**src/rtl/host_regfile_ctrl_if.sv**
```systemverilog
// Host bus bundle for host_regfile_ctrl: address, select, active-low strobes,
// write data, and the acknowledge/error/read-data return path.
//
// Handshake: the host opens an access by driving a falling edge on exactly
// one strobe (rd_n or wr_n) while sel=1, keeps addr/wdata/strobe stable, and
// waits for rdy. rdy is high for a fixed number of cycles; read data is valid
// (rdata_oe=1) from the first rdy cycle until the strobe has been released.
// The access closes when the host raises the strobe again. The host must not
// start a new access until rdy has been seen and the strobe released. err is
// a one-cycle pulse flagging a protocol or access violation.
interface host_regfile_ctrl_if #(
    parameter int ADDR_W = 5,
    parameter int DATA_W = 8
);
    logic [ADDR_W-1:0] addr;
    logic              sel;
    logic              rd_n;
    logic              wr_n;
    logic [DATA_W-1:0] wdata;
    logic [DATA_W-1:0] rdata;
    logic              rdata_oe;
    logic              rdy;
    logic              err;

    modport master (
        output addr, sel, rd_n, wr_n, wdata,
        input  rdata, rdata_oe, rdy, err
    );

    modport slave (
        input  addr, sel, rd_n, wr_n, wdata,
        output rdata, rdata_oe, rdy, err
    );
endinterface

```
**src/rtl/host_regfile_ctrl.sv**
```systemverilog
// Host-mapped register file: read-only live status window at the low
// addresses, writable config registers above it, counted wait-state/rdy
// handshake, and an err pulse on protocol or access violations.
module host_regfile_ctrl #(
    parameter int ADDR_W      = 5,
    parameter int DATA_W      = 8,
    parameter int DEPTH       = 32,
    parameter int RO_LIMIT    = 8,
    parameter int WAIT_STATES = 1,
    parameter int RDY_CYCLES  = 2
) (
    input  logic                      clk,
    input  logic                      rst,
    host_regfile_ctrl_if.slave        bus,
    input  logic [RO_LIMIT*DATA_W-1:0] sts_i,
    output logic [DEPTH*DATA_W-1:0]   cfg_o,
    output logic [2:0]                dbg_state
);

    typedef enum logic [2:0] {
        S_IDLE = 3'd0,
        S_WAIT = 3'd1,
        S_ACK  = 3'd2,
        S_HOLD = 3'd3,
        S_GAP  = 3'd4,
        S_ERRW = 3'd5
    } state_t;

    state_t                   state_q, state_d;
    logic [3:0]               cnt_q, cnt_d;
    logic                     rd_now_q, rd_now_d, rd_prev_q, rd_prev_d;
    logic                     wr_now_q, wr_now_d, wr_prev_q, wr_prev_d;
    logic [ADDR_W-1:0]        addr_q, addr_d;
    logic                     is_wr_q, is_wr_d;
    logic                     rel_q, rel_d;
    logic [DATA_W-1:0]        wbuf_q, wbuf_d;
    logic [DATA_W-1:0]        rdata_q, rdata_d;
    logic                     oe_q, oe_d;
    logic                     err_q, err_d;
    logic [DEPTH*DATA_W-1:0]  regs_q, regs_d;
    logic [DEPTH*DATA_W-1:0]  cfg_q, cfg_d;

    logic                     rd_fall, wr_fall, start, both_low;
    logic                     strobe_hi, released;
    logic [ADDR_W-1:0]        acc_addr;
    logic                     acc_in_range, acc_ro;
    logic [DATA_W-1:0]        rd_val, commit_val;

    // Strobe edge detect, address decode and read-data select.
    always_comb begin
        rd_fall      = rd_prev_q & ~rd_now_q;
        wr_fall      = wr_prev_q & ~wr_now_q;
        start        = (rd_fall | wr_fall) & bus.sel;
        both_low     = ~rd_now_q & ~wr_now_q;
        // With zero wait states the read value is chosen on the same edge
        // that latches the address, so decode from the live bus in IDLE.
        acc_addr     = (state_q == S_IDLE) ? bus.addr : addr_q;
        acc_in_range = {1'b0, acc_addr} < (ADDR_W+1)'(DEPTH);
        acc_ro       = acc_addr < ADDR_W'(RO_LIMIT);
        strobe_hi    = is_wr_q ? bus.wr_n : bus.rd_n;
        released     = strobe_hi | rel_q;
        // An early release has already captured wdata in wbuf_q.
        commit_val   = rel_q ? wbuf_q : bus.wdata;
        rd_val       = '0;
        for (int i = 0; i < RO_LIMIT; i++) begin
            if (acc_addr == ADDR_W'(i)) rd_val = sts_i[i*DATA_W +: DATA_W];
        end
        for (int i = RO_LIMIT; i < DEPTH; i++) begin
            if (acc_addr == ADDR_W'(i)) rd_val = regs_q[i*DATA_W +: DATA_W];
        end
    end

    // Next-state logic for the access sequencer.
    always_comb begin
        state_d = state_q;
        cnt_d   = cnt_q;
        case (state_q)
            S_IDLE: begin
                if (start) begin
                    cnt_d = '0;
                    if (both_low)              state_d = S_ERRW;
                    else if (WAIT_STATES == 0) state_d = S_ACK;
                    else                       state_d = S_WAIT;
                end
            end
            S_WAIT: begin
                if (cnt_q == 4'(WAIT_STATES - 1)) begin
                    state_d = S_ACK;
                    cnt_d   = '0;
                end else begin
                    cnt_d = cnt_q + 4'd1;
                end
            end
            S_ACK: begin
                if (cnt_q == 4'(RDY_CYCLES - 1)) state_d = S_HOLD;
                else                              cnt_d   = cnt_q + 4'd1;
            end
            S_HOLD:  if (released) state_d = S_GAP;
            S_GAP:   state_d = S_IDLE;
            S_ERRW:  if (rd_now_q & wr_now_q) state_d = S_IDLE;
            default: state_d = S_IDLE;
        endcase
    end

    // Datapath next values: latching, read data, commit and error pulses.
    always_comb begin
        rd_now_d  = bus.rd_n;
        rd_prev_d = rd_now_q;
        wr_now_d  = bus.wr_n;
        wr_prev_d = wr_now_q;
        addr_d    = addr_q;
        is_wr_d   = is_wr_q;
        rel_d     = rel_q;
        wbuf_d    = wbuf_q;
        rdata_d   = rdata_q;
        oe_d      = oe_q;
        err_d     = 1'b0;
        regs_d    = regs_q;
        cfg_d     = regs_q;
        case (state_q)
            S_IDLE: begin
                rel_d = 1'b0;
                if (start) begin
                    if (both_low) begin
                        err_d = 1'b1;
                    end else begin
                        addr_d  = bus.addr;
                        is_wr_d = wr_fall;
                    end
                end
            end
            S_WAIT, S_ACK: begin
                if (strobe_hi && !rel_q) begin
                    rel_d  = 1'b1;
                    wbuf_d = bus.wdata;
                end
            end
            S_HOLD: begin
                if (released) begin
                    rdata_d = '0;
                    oe_d    = 1'b0;
                    if (is_wr_q) begin
                        if (acc_in_range && !acc_ro) begin
                            for (int i = RO_LIMIT; i < DEPTH; i++) begin
                                if (addr_q == ADDR_W'(i)) regs_d[i*DATA_W +: DATA_W] = commit_val;
                            end
                        end else begin
                            err_d = 1'b1;
                        end
                    end
                end
            end
            default: ;
        endcase
        // Read data appears together with the first rdy cycle.
        if (state_d == S_ACK && state_q != S_ACK && !is_wr_d) begin
            rdata_d = rd_val;
            oe_d    = 1'b1;
            err_d   = !acc_in_range;
        end
    end

    // Sequencer state register.
    always_ff @(posedge clk or posedge rst) begin
        if (rst) begin
            state_q <= S_IDLE;
            cnt_q   <= '0;
        end else begin
            state_q <= state_d;
            cnt_q   <= cnt_d;
        end
    end

    // Datapath registers; strobe history resets to the released level.
    always_ff @(posedge clk or posedge rst) begin
        if (rst) begin
            rd_now_q  <= 1'b1;
            rd_prev_q <= 1'b1;
            wr_now_q  <= 1'b1;
            wr_prev_q <= 1'b1;
            addr_q    <= '0;
            is_wr_q   <= 1'b0;
            rel_q     <= 1'b0;
            wbuf_q    <= '0;
            rdata_q   <= '0;
            oe_q      <= 1'b0;
            err_q     <= 1'b0;
            regs_q    <= '0;
            cfg_q     <= '0;
        end else begin
            rd_now_q  <= rd_now_d;
            rd_prev_q <= rd_prev_d;
            wr_now_q  <= wr_now_d;
            wr_prev_q <= wr_prev_d;
            addr_q    <= addr_d;
            is_wr_q   <= is_wr_d;
            rel_q     <= rel_d;
            wbuf_q    <= wbuf_d;
            rdata_q   <= rdata_d;
            oe_q      <= oe_d;
            err_q     <= err_d;
            regs_q    <= regs_d;
            cfg_q     <= cfg_d;
        end
    end

    // Output decode: rdy is high for exactly the cycles spent in ACK.
    always_comb begin
        bus.rdy      = (state_q == S_ACK);
        bus.rdata    = rdata_q;
        bus.rdata_oe = oe_q;
        bus.err      = err_q;
        cfg_o        = cfg_q;
        dbg_state    = state_q;
    end

endmodule

```
**src/flat_wrapper.sv**
```systemverilog
// flat-port wrapper written by rule: the top's interface ports become plain ports
module host_regfile_ctrl_flat 
#(
    parameter int ADDR_W      = 5,
    parameter int DATA_W      = 8,
    parameter int DEPTH       = 32,
    parameter int RO_LIMIT    = 8,
    parameter int WAIT_STATES = 1,
    parameter int RDY_CYCLES  = 2
)
  (clk, rst, sts_i, cfg_o, dbg_state, bus_addr, bus_sel, bus_rd_n, bus_wr_n, bus_wdata, bus_rdata, bus_rdata_oe, bus_rdy, bus_err);
  host_regfile_ctrl_if #(.ADDR_W(ADDR_W), .DATA_W(DATA_W)) bus_i ();
  input  logic clk;
  input  logic rst;
  input  logic [RO_LIMIT*DATA_W-1:0] sts_i;
  output logic [DEPTH*DATA_W-1:0] cfg_o;
  output logic [2:0] dbg_state;
  input wire logic [$bits(bus_i.addr)-1:0] bus_addr;
  input wire logic [$bits(bus_i.sel)-1:0] bus_sel;
  input wire logic [$bits(bus_i.rd_n)-1:0] bus_rd_n;
  input wire logic [$bits(bus_i.wr_n)-1:0] bus_wr_n;
  input wire logic [$bits(bus_i.wdata)-1:0] bus_wdata;
  output wire logic [$bits(bus_i.rdata)-1:0] bus_rdata;
  output wire logic [$bits(bus_i.rdata_oe)-1:0] bus_rdata_oe;
  output wire logic [$bits(bus_i.rdy)-1:0] bus_rdy;
  output wire logic [$bits(bus_i.err)-1:0] bus_err;
  assign bus_i.addr = bus_addr;
  assign bus_i.sel = bus_sel;
  assign bus_i.rd_n = bus_rd_n;
  assign bus_i.wr_n = bus_wr_n;
  assign bus_i.wdata = bus_wdata;
  assign bus_rdata = bus_i.rdata;
  assign bus_rdata_oe = bus_i.rdata_oe;
  assign bus_rdy = bus_i.rdy;
  assign bus_err = bus_i.err;
  host_regfile_ctrl #(.ADDR_W(ADDR_W), .DATA_W(DATA_W), .DEPTH(DEPTH), .RO_LIMIT(RO_LIMIT), .WAIT_STATES(WAIT_STATES), .RDY_CYCLES(RDY_CYCLES)) u_core (.clk(clk), .rst(rst), .bus(bus_i), .sts_i(sts_i), .cfg_o(cfg_o), .dbg_state(dbg_state));
endmodule
```
**config.mk**
```make
export PLATFORM = sky130hd
export DESIGN_NAME = host_regfile_ctrl_flat
export DESIGN_NICKNAME = d
export VERILOG_FILES = /design/src/rtl/host_regfile_ctrl_if.sv /design/src/rtl/host_regfile_ctrl.sv /design/src/flat_wrapper.sv
export SDC_FILE = /design/constraint.sdc
export NUM_CORES = 1
export LEC_CHECK = 0
export ABC_AREA = 1
export CORE_MARGIN = 2
export CORE_UTILIZATION = 45
export CTS_CLUSTER_SIZE = 28
export DETAILED_ROUTE_END_ITERATION = 12
export PLACE_DENSITY_LB_ADDON = 0.05
export SLEW_MARGIN = 20
export SYNTH_ARGS = -nofsm -noshare
export SYNTH_HDL_FRONTEND = slang
export SYNTH_SLANG_ARGS = --single-unit
```
**constraint.sdc**
```tcl
create_clock -name clk -period 39.7 [get_ports clk]
set_clock_uncertainty 0.05 [all_clocks]
set_input_delay 9.925 -clock clk [delete_from_list [all_inputs] [get_ports clk]]
set_output_delay 9.925 -clock clk [all_outputs]
set_load 0.01 [all_outputs]
```
Word level (Yosys, flattened, before mapping)
Index checks and enable logic that the tools add are counted.
{ "word_totals": {"register_bits": 420, "input_bits": 82, "output_inout_bits": 270, "word_cells": 222} }
{ "classes": {"n_addsub": 1, "order_cmp": 1, "n_eq_ne": 65, "muxes": 64, "bitwise_logic": 11, "n_reduce_logical": 42} }
{ "ops": {"columns": ["cell", "n"], "rows": [
  ["2-to-1 mux 8 bit", 36],
  ["equality test 5 bit (second input constant)", 32],
  ["AND reduction 5 bit", 24],
  ["equality test 5 x 4 -> 1 bit (second input constant)", 16],
  ["equality test 5 x 3 -> 1 bit (second input constant)", 4],
  ["2-to-1 mux 3 bit", 6],
  ["case mux 3 bit (5 select lines)", 1],
  ["2-to-1 mux 1 bit", 14],
  ["2-to-1 mux 4 bit", 3],
  ["case mux 4 bit (3 select lines)", 1],
  ["equality test 5 x 2 -> 1 bit (second input constant)", 2],
  ["equality test 3 x 2 -> 1 bit (second input constant)", 3],
  ["AND reduction 2 bit", 3],
  ["AND reduction 3 bit", 2],
  ["nonzero test 2 bit", 3],
  ["bitwise AND 1 bit", 5],
  ["equality test 5 x 1 -> 1 bit (second input constant)", 1],
  ["logical NOT 5 bit", 1],
  ["less-than comparator 5 x 4 -> 1 bit (second input constant)", 1],
  ["2-to-1 mux 5 bit", 1],
  ["adder 4 x 1 -> 4 bit (second input constant)", 1],
  ["equality test 4 x 1 -> 1 bit (second input constant)", 1],
  ["logical NOT 4 bit", 1],
  ["inequality test 2 x 1 -> 1 bit (second input constant)", 2],
  ["12 further kinds", 20]
]} }

Longest topological paths before layout
Gate-level depths: netlist of run 1.
{ "logic_depth": {"ltp_word": 36, "mapped_depth": 36, "mapped_depth_nobuf": 34} }

Worst setup path after synthesis of run 1
No wires, ideal clock.
{ "synth_path": {"path_type": "input-to-reg", "from": "in bus_addr[3]", "to": "reg u_core.rdata_q[6] (netlist: u_core.bus.rdata[6])", "setup_ns": 0.116, "t_arrival_ns": 11.900, "required_ns": 39.534, "slack_ns": 27.634, "path_stages": 31, "path_buffers": 0, "path_cell_list": "inv_1 > nand3_1 > nand2_1 > inv_1 > nor2_4 > nand2_2 > nor2_4 > inv_2 > or2_0 > nand2_1 > nand3_1 > nand2_1 > nand3_1 > nand2_1 > nand2_1 > nand2_1 > nand2_1 > nand2_1 > nand4_1 > nand2_1 > nand3_1 > nand2_1 > nand2_1 > nand2_1 > nand2_1 > nand2_1 > nand3_1 > nand2_1 > nand2_1 > nand2_1 > nand2_1"} }
{ "synth_between": {"elab_chain_cells": 35, "word_cells_on_any_way": 66, "cone_classes": "eq/ne (31); mux (34); reduce/logical (1)"} }
{ "synth_lines": {"columns": ["element", "line", "text"], "rows": [
  ["start: declaration", "flat_wrapper.sv:18", "input wire logic [$bits(bus_i.addr)-1:0] bus_addr;"],
  ["2-to-1 mux 5 bit (*)", "host_regfile_ctrl.sv:57", "acc_addr = (state_q == S_IDLE) ? bus.addr : addr_q;"],
  ["logical NOT 5 bit", "host_regfile_ctrl.sv:66", "if (acc_addr == ADDR_W'(i)) rd_val = sts_i[i*DATA_W +: DATA_W];"],
  ["2-to-1 mux 8 bit (8 in a row)", "host_regfile_ctrl.sv:66", null],
  ["2-to-1 mux 8 bit (23 in a row)", "host_regfile_ctrl.sv:69", "if (acc_addr == ADDR_W'(i)) rd_val = regs_q[i*DATA_W +: DATA_W];"],
  ["2-to-1 mux 8 bit (*)", "host_regfile_ctrl.sv:69", null],
  ["2-to-1 mux 8 bit (*)", "host_regfile_ctrl.sv:156", "if (state_d == S_ACK && state_q != S_ACK && !is_wr_d) begin"],
  ["end signal: assignment", "host_regfile_ctrl.sv:199", "rdata_q <= rdata_d;"],
  ["end: declaration", "host_regfile_ctrl.sv:37", "logic [DATA_W-1:0] rdata_q, rdata_d;"]
]} }
Every way passes the cells marked *; elsewhere a longest branch is shown, timed or not.
A chain may end at the register's enable or synchronous reset.

Worst setup path in the final report of run 1
{ "layout_path": {"from": "in bus_addr[4]", "to": "reg u_core.rdata_q[1] (netlist: u_core.bus.rdata[1])"} }
The elaborated chain is that of the path after synthesis.

==> metrics.md, run 1 <==
| Metric | Value |
|---|---|
| Crit path top cell by count | `nand2_1` |
| Vias/cell | `roughly 5.0` |
| Final setup vio count | `0` |
| Fin area | `roughly 0.022 sq mm` |
| Clock Path Buffers | `3` |
| Max-slew violation count | `0` |
| VDD IR max | `about 0.036 mV` |
| Unrepaired setup endpoints after global routing | `false` |
| WL final | `50300 um` |
| TritonCTS clock tree | `done` |
| Arr. time, crit path | `13770 ps` |
| Max_slew headroom | `0.261` |
| Element type at the critical path start | `input pin` |
| Vias after detailed routing | `around 13k` |
| H-Tree Depth | `2` |
| Wire length of the first global-routing pass | `between 70000 and 80000 um` |
| Slowest-stage cell, CP | `nor2_1` |
| CTS buffer count | `43` |
| WHS Endpoint | `u_core.cfg_o[95]$_DFF_PP0_` |
| Initial antenna violation count | `2` |
| Fmax | `between 70 and 80 MHz` |
| Die X | `197 um` |
| Clk root buf | `clkbuf_16` |
| Cell Area, Synth | `0.0168 sq mm` |
| Clock Pin Slew Worst Setup and Hold Paths | `roughly 60 ps` |
| RR Endpoint | `u_core.bus.rdata[1]$_DFFE_PP0P_` |
| R2R cell count | `23` |
| Top cells by area, synth | `dfrtp_1 62%, nand2_1 12%, o21ai_0 5.7%` |
| Post-synth top area cell | `dfrtp_1` |
| Critical R2R Launch | `u_core.dbg_state[2]$_DFF_PP0_` |
| Total negative slack | `0 ps` |
| Die Ht | `slightly below 200 um` |
| Tcrit/Tclk final | `0.337` |
| Worst Setup SP | `bus_addr[4]` |
| Post-DR wirelength/cell | `just under 20 um` |
| Flops & latches, synth | `420` |
| Global Route Usage Sum | `0.260` |
| Cell-by-cell trace of the critical path | `clkdlybuf4s50_1 -> o21ai_4 -> buf_4 -> inv_4 -> nor2_1 -> nand2_1 -> nand2_1 -> nand4_1 -> nand2_1 -> nand3_1 -> nand2_1 -> nand2_1 -> nand2_1 -> nand3_1 -> nand2_1 -> nand3_1 -> nand2_1 -> nand4_1 -> nand2_1 -> nand2_1 -> nand2_1 -> nand2_1` |
| Post-CTS setup repair buffer count | `0` |
| Seq/Total Area, Yosys | `0.628` |
| Largest net degree at the start of global routing | `around 150` |
| Gr ovfl total | `0` |
| Ys Warns | `0` |
| Inserted Diodes | `0` |
| Max incr delay on CP | `slightly below 800 ps` |
| Worst R2R Setup Slack | `35320 ps` |
| Sink Count | `420` |
| Delay-heaviest family, CP | `simple AND/OR/NAND/NOR gates` |
| Mean area per synthesized cell | `between 9 and 10 sq um` |
| HPWL Detailed | `roughly 36000 um` |
| Syn Inst Count | `about 1.8k` |
| Number of global-route vias before repair | `around 12k` |
| Area fraction of the dominant cell type after synthesis | `0.621` |
| Hold path depth | `0` |
| Hold crit path type | `flop to flop` |
| Setup CP Type | `input pin to flop` |
| Post-CTS Hold Buffers | `0` |
| DR pass1 iterations | `5` |
| Final Wtd Congestion | `around 0.95` |
| Final min period | `13390 ps` |
| Post-layout util | `0.590` |
| Synth cell types | `39` |
| I/O pins | `352` |
| Placed instance area | `~0.02 sq mm` |
| Area Growth Syn to Fin | `28.9%` |
| Starting density of the core | `0.458` |
| Buf/Inv on CP | `3` |
| Req. time, crit path | `about 40000 ps` |
| Final hold violations | `0` |
| Post-CTS resize count | `0` |
| DR iter-0 viols | `1144` |
| CP max FO | `25` |
| Port Buf Inserts | `roughly 290` |
| Worst Min Path Start | `u_core.cfg_d[95]$_DFFE_PP0P_` |
| Pwr dens | `roughly 63 mW/mm^2` |
| DIE AREA | `0.0388 sq mm` |
| Max-cap violations | `0` |
| DRC viols | `0` |
| Static Leak | `~11 nW` |
| # rows | `70` |
| Antenna Nets Post-Route | `0` |
| Total Nets Final | `about 2.2k` |
| Kind of end point of the critical path | `flop` |
| Share of layout cells above drive strength 1 | `0.0848` |
| Run status | `finished, final reports clean` |
| Tightest Pin Transition | `1100 ps` |
| CORE AREA | `0.0366 sq mm` |
| Clk Latency, worst-skew pair | `540 ps` |
how the worst max path moves through the flow:
stage | cells past startpoint | end
CTS | 5 | u_core.cfg_o[120]$_DFF_PP0_
finish | 22 | u_core.bus.rdata[1]$_DFFE_PP0P_
floorplan | 1 | u_core.addr_q[0]$_DFFE_PP0P_
global route | 32 | u_core.bus.rdata[1]$_DFFE_PP0P_
global placement | 5 | u_core.cfg_d[113]$_DFFE_PP0P_
detailed placement | 5 | u_core.cfg_d[88]$_DFFE_PP0P_
cell usage after synthesis (all sizes together):
cell	number
o21bai	3
o211ai	2
nor2	99
mux2	7
conb	1
inv	172
o21ai	193
a21oi	67
nand4	27
or3	1
dfrtp	416
dfstp	4
o22ai	1
nor3b	2
o21a	11
nand3	57
clkbuf	41
ha	3
o31ai	1
nor4	1
nand3b	3
or2	56
nor3	10
nand2	523
buf	74
state kept, by name (all words and copies together) (netlist names), 3 cells and up:
register / count
u_core.cfg_d: 192
u_core.cfg_o: 192
u_core.bus.rdata: 8
u_core.wbuf_q: 8
u_core.addr_q: 5
u_core.cnt_q: 4
u_core.dbg_state: 3
cells by family after synthesis:
logic type,synth area share
mux,0.00471
other cells,0.000224
flops,0.628
buf+inv,0.0806
simple gates,0.198
fa+ha+maj,0.00224
compound gates,0.0863
cell usage in the layout (no fill, tap or decap), drive strengths merged, types with 3 or more instances in the layout:
master,netlist,routed
or2,56,56
buf,74,10
clkbuf,41,53
nand4,27,27
dfrtp,416,416
dfstp,4,4
nor2,99,99
o21a,11,11
o21ai,193,193
ha,3,3
clkinv,0,10
o21bai,3,3
clkdlybuf4s50,0,287
nor3,10,10
conb,1,64
nand3b,3,3
nand2,523,523
nand3,57,57
inv,172,174
mux2,7,7
a21oi,67,67
bufinv,0,13
power breakdown:
group,switching (mW),internal [mW],leakage (nW),total (mW)
sequential,0.0344,0.469,5.67,0.503
clock,0.169,0.301,0.826,0.471
combinational,0.268,0.128,4.01,0.396
worst reg2reg max path, stage by stage (launching register included):
cell and delay [ps]:
dfrtp_1 510, nor2_8 240, nand2_4 170, o21ai_4 150
buf_4 310, inv_4 180, nor2_1 770, nand2_1 150
nand2_1 110, nand4_1 130, nand2_1 120, nand3_1 80
nand2_1 60, nand2_1 70, nand2_1 100, nand3_1 90
nand2_1 90, nand3_1 170, nand2_1 120, nand4_1 230
nand2_1 170, nand2_1 60, nand2_1 70, nand2_1 50
per-stage QoR:
stage	hold slack [ps]	worst slack (ps)	std cells	power [mW]
final	326	26310	2567	1.37
after global routing	340	25940	2567	1.44
after CTS	327	26410	2567	1.37
after detailed placement	313	25830	2488	0.902
after global placement	310	25890	2488	0.898
after floorplan	304	18040	1838	0.735
layout make-up:
type                    count  area, sq um
fillers                  3189        15000
flip-flops and latches    420        10500
multi-input cells        1131         5200
repair buffers            297         2950
clock buffers              53         1210
inverters                 172          656
well taps                 468          586
clock inverters            26          473
routing by layer:
layer  share of wire  global-route usage
met5         0.00016                   0
met4           0.025              0.0769
met3           0.081              0.0566
met2            0.45               0.397
met1            0.45               0.375
Note: power is estimated with default switching activity, not from simulation.
==> inputs of run 2 (changes only) <==
Clock period 39.7 ns to 12.29 ns, I/O delays scaled along.
==> metrics.md, run 2 (synthesis gave the netlist of run 1 again) <==
| Metric | Value |
|---|---|
| Commonest non-fill, non-tap cell in the layout | `nand2_1` |
| Clk root buf | `clkbuf_16` |
| HPWL Detailed | `about 37000 um` |
| Antenna Nets Post-Route | `0` |
| TritonCTS clock tree | `done` |
| CP max FO | `25` |
| Global Route Usage Sum | `0.267` |
| Unrepaired setup endpoints after global routing | `false` |
| Sink Count | `420` |
| CORE AREA | `0.0366 sq mm` |
| # rows | `70` |
| Gr ovfl total | `0` |
| I/O pins | `approximately 350` |
| Clock Pin Slew Worst Setup and Hold Paths | `~60 ps` |
| Kind of end point of the critical path | `flop` |
| Run status | `finished, final reports clean` |
| VDD IR max | `between 0.15 and 0.2 mV` |
| Final min period | `between 6000 and 7000 ps` |
| Port Buf Inserts | `287` |
| DIE AREA | `0.0388 sq mm` |
| Tightest Pin Transition | `around 1100 ps` |
| Final hold violations | `0` |
| CTS buffer count | `43` |
| Final Wtd Congestion | `between 0.9 and 1` |
| Largest net degree at the start of global routing | `~170` |
| DR iter-0 viols | `1083` |
| Wire length of the first global-routing pass | `77100 um` |
| Post-DR wirelength/cell | `19.9 um` |
| Most frequent cells in the layout | `518 x nand2_1, 416 x dfrtp_1, 287 x clkdlybuf4s50_1` |
| Total negative slack | `0 ps` |
| Final setup vio count | `0` |
| Max_slew headroom | `0.278` |
| Max-slew violation count | `0` |
| PnR Total Power | `around 4.2 mW` |
| DR pass1 iterations | `6` |
| Clk Latency, worst-skew pair | `560 ps` |
| Fmax | `roughly 150 MHz` |
| Pwr dens | `between 150 and 200 mW/mm^2` |
| Element type at the critical path start | `input pin` |
| Initial antenna violation count | `2` |
| Share of layout cells above drive strength 1 | `0.0807` |
| Static Leak | `10.4 nW` |
| Tcrit/Tclk final | `0.538` |
| Die X | `approximately 200 um` |
| WL final | `about 51000 um` |
| Req. time, crit path | `12680 ps` |
| Fin Hold WS | `325 ps` |
| Vias after detailed routing | `around 13k` |
| Total Nets Final | `between 2k and 2.5k` |
| DRC viols | `0` |
| Die Ht | `197 um` |
| Post-CTS setup repair buffer count | `0` |
| Vias/cell | `5.04` |
| Post-CTS Hold Buffers | `0` |
| Area Growth Syn to Fin | `27.7%` |
| Clock Path Buffers | `3` |
| Starting density of the core | `0.458` |
| Arr. time, crit path | `approximately 7000 ps` |
| Setup CP Type | `input pin to flop` |
| Max-cap violations | `0` |
| Post-CTS resize count | `0` |
| H-Tree Depth | `2` |
| Number of global-route vias before repair | `about 13k` |
| Hold crit path type | `flop to flop` |
[run 2: final cells by class]
| type | instances | area (sq um) |
|---|---|---|
| fill | 3186 | 15200 |
| sequential | 420 | 10500 |
| multi-input combinational | 1131 | 5200 |
| timing repair buffer | 294 | 2970 |
| clock buffer | 64 | 1280 |
| inverter | 172 | 652 |
| tap | 468 | 586 |
| clock inverter | 13 | 193 |
| antenna | 1 | 2.50 |
[run 2: worst paths after layout]
path | from | endpoint | slack [ps] | cells past startpoint
setup / recovery | bus_addr[4] | u_core.bus.rdata[3]$_DFFE_PP0P_ | 5670 | 23
hold / removal | u_core.cfg_d[95]$_DFFE_PP0P_ | u_core.cfg_o[95]$_DFF_PP0_ | 330 | 0
setup reg to reg | u_core.dbg_state[2]$_DFF_PP0_ | u_core.bus.rdata[3]$_DFFE_PP0P_ | 7850 | 24
hold reg to reg | u_core.cfg_d[95]$_DFFE_PP0P_ | u_core.cfg_o[95]$_DFF_PP0_ | 330 | 0
max in group asynchronous | rst | u_core.wr_prev_q$_DFF_PP1_ | 7670 | 5
min in group asynchronous | rst | u_core.cfg_o[220]$_DFF_PP0_ | 3050 | 3
[run 2: critical path, cell delays in order]
cell,delay (ps)
clkdlybuf4s50_1,510
o21ai_4,670
inv_4,240
nor2_1,640
nand2_1,100
nand2_1,130
nand3_1,70
nand2_1,90
nand4_1,90
nand2_1,130
nand3_1,130
nand2_1,90
nand3_1,80
nand2_1,100
nand3_1,110
nand2_1,140
nand4_1,110
nand2_1,80
nand3_1,130
nand2_1,90
nand2_1,50
nand2_1,70
nand2_1,40
[run 2: power by group]
group          leakage (nW)  internal, mW  total, mW  switching [mW]
combinational          4.01         0.413       1.27           0.853
sequential             5.67          1.51       1.63           0.112
clock                 0.714         0.805       1.34           0.537
total                  10.4          2.73       4.23            1.50
[run 2: stage by stage]
step,setup slack [ps],utilization,instance area (sq um),std cells
floorplan,3510,-,17000,1838
global placement,5360,0.543,19900,2484
detailed placement,5190,0.543,19900,2484
CTS,5750,0.584,21400,2561
global route,5360,0.584,21400,2563
finish,5670,0.584,21400,2563
[run 2: routing by layer]
metal  share of wire  global-route usage  vias up
met5         0.00025                   0        -
met4           0.026              0.0821        2
met3           0.071              0.0409       81
met2            0.45               0.411      548
met1            0.46               0.392     6233
li1                -                   -     6065
==> inputs of run 3 (changes only) <==
Clock period 12.29 ns to 5.7 ns, I/O delays scaled along.
==> metrics.md, run 3 (synthesis gave the netlist of run 1 again) <==
| Metric | Value |
|---|---|
| Wire length of the first global-routing pass | `77500 um` |
| # rows | `70` |
| DR iter-0 viols | `roughly 1.3k` |
| Dpl cells | `approximately 2.5k` |
| Placed instance area | `0.0200 sq mm` |
| Clock Pin Slew Worst Setup and Hold Paths | `60 ps` |
| Req. time, crit path | `6080 ps` |
| Die Ht | `approximately 200 um` |
| Number of fill cells | `~3.2k` |
| Static Leak | `roughly 10 nW` |
| Fmax | `213 MHz` |
| Fin area | `~0.021 sq mm` |
| CTS buffer count | `43` |
| Most frequent cells in the layout | `518 x nand2_1, 416 x dfrtp_1, 287 x clkdlybuf4s50_1` |
| Largest net degree at the start of global routing | `about 130` |
| Pwr dens | `around 430 mW/mm^2` |
| DRC viols | `0` |
| Gr ovfl total | `0` |
| Post-DR wirelength/cell | `20.0 um` |
| CORE AREA | `~0.037 sq mm` |
| H-Tree Depth | `2` |
| Unrepaired setup endpoints after global routing | `false` |
| DR pass1 iterations | `6` |
| Sink Count | `420` |
| Element type at the critical path start | `input pin` |
| Final Wtd Congestion | `between 0.9 and 1` |
| Clk Latency, worst-skew pair | `540 ps` |
| TritonCTS clock tree | `done` |
| Starting density of the core | `0.458` |
| Total Nets Final | `2163` |
| Final setup vio count | `0` |
| Arr. time, crit path | `approximately 5000 ps` |
| Clk root buf | `clkbuf_16` |
| DIE AREA | `between 0.03 and 0.04 sq mm` |
| Inserted Diodes | `0` |
| Finished Layout Cells | `around 2.6k` |
| Post-CTS Hold Buffers | `0` |
| Tightest Pin Transition | `1090 ps` |
| Die X | `about 200 um` |
| Vias after detailed routing | `around 13k` |
| Max-slew violation count | `0` |
| Hold crit path type | `flop to flop` |
| Area Growth Syn to Fin | `28.3%` |
| Max-cap violations | `0` |
| Critical R2R Launch | `u_core.dbg_state[2]$_DFF_PP0_` |
| Antenna Nets Post-Route | `0` |
| Worst Setup SP | `bus_addr[2]` |
| Reg area | `0.0105 sq mm` |
| WL final | `51500 um` |
| Max_slew headroom | `0.273` |
| Setup CP Type | `input pin to flop` |
| Kind of end point of the critical path | `flop` |
| I/O pins | `about 350` |
| Global Route Usage Sum | `0.267` |
| Post-CTS resize count | `0` |
| Final hold violations | `0` |
| Post-CTS setup repair buffer count | `0` |
| CP max FO | `5` |
| Area occupied by multi-input gates | `just over 0.005 sq mm` |
| Share of layout cells above drive strength 1 | `0.0858` |
| Initial antenna violation count | `2` |
| Tcrit/Tclk final | `0.823` |
| Commonest non-fill, non-tap cell in the layout | `nand2_1` |
| Clock Path Buffers | `3` |
| Run status | `finished, final reports clean` |
| VDD IR max | `~0.23 mV` |
| Number of global-route vias before repair | `around 13k` |
| Final min period | `roughly 4700 ps` |
| HPWL Detailed | `around 37000 um` |
| Port Buf Inserts | `287` |
| Vias/cell | `~5.1` |
| Worst Min Path Start | `u_core.cfg_d[90]$_DFFE_PP0P_` |
## run 3: path summary, 6_finish.rpt
| check | end | slack, ps | cells past startpoint |
|---|---|---|---|
| setup / recovery | u_core.bus.rdata[5]$_DFFE_PP0P_ | 1010 | 27 |
| hold / removal | u_core.cfg_o[90]$_DFF_PP0_ | 330 | 0 |
| setup reg to reg | u_core.bus.rdata[5]$_DFFE_PP0P_ | 1540 | 24 |
| hold reg to reg | u_core.cfg_o[90]$_DFF_PP0_ | 330 | 0 |
| max in group asynchronous | u_core.addr_q[2]$_DFFE_PP0P_ | 3160 | 3 |
| min in group asynchronous | u_core.cfg_o[227]$_DFF_PP0_ | 1290 | 2 |
## run 3: area by class of cell
type,instances,area share
Sequential cell,420,0.489
Multi-Input combinational cell,1131,0.242
Tap cell,468,0.0272
Inverter,172,0.0303
Clock buffer,65,0.0601
Clock inverter,12,0.00809
Timing Repair Buffer,310,0.143
## run 3: through the flow
step	hold WS [ps]	TNS, ps	utilization	power (mW)	setup slack, ps
floorplan	304	-597890	-	5.12	-1440
global placement	305	0	0.547	6.27	587
detailed placement	314	0	0.547	6.31	547
CTS	328	0	0.587	9.21	1110
global route	340	0	0.587	9.66	712
finish	330	0	0.587	9.19	1010
## run 3: per-layer routing
layer,global-route usage,share of wire,vias to the layer above
met5,0,0.00043,-
met4,0.0663,0.021,4
met3,0.0551,0.080,76
met2,0.422,0.46,562
met1,0.380,0.44,6302
li1,-,-,6111
## run 3: critical path, cell delays in order
cell	delay [ps]
clkdlybuf4s50_1	500
inv_1	80
nand3_1	80
nand2_2	160
nand2_1	190
inv_1	120
nand2_1	70
nor2_1	280
inv_1	120
o21ai_0	180
nand3_1	100
nand2_1	70
nand2_1	50
nand2_1	80
nand4_1	110
nand2_1	90
nand4_1	90
nand2_1	130
nand4_1	110
nor2_1	160
nand4_1	130
nand2_1	150
nand4_1	110
nand2_1	80
nand4_1	200
nand2_1	120
nand2_1	60
## run 3: power breakdown
| part | internal, mW | switching (mW) |
|---|---|---|
| logic | 0.917 | 1.88 |
| registers | 3.26 | 0.239 |
| clock network | 1.75 | 1.14 |
| total | 5.93 | 3.26 |
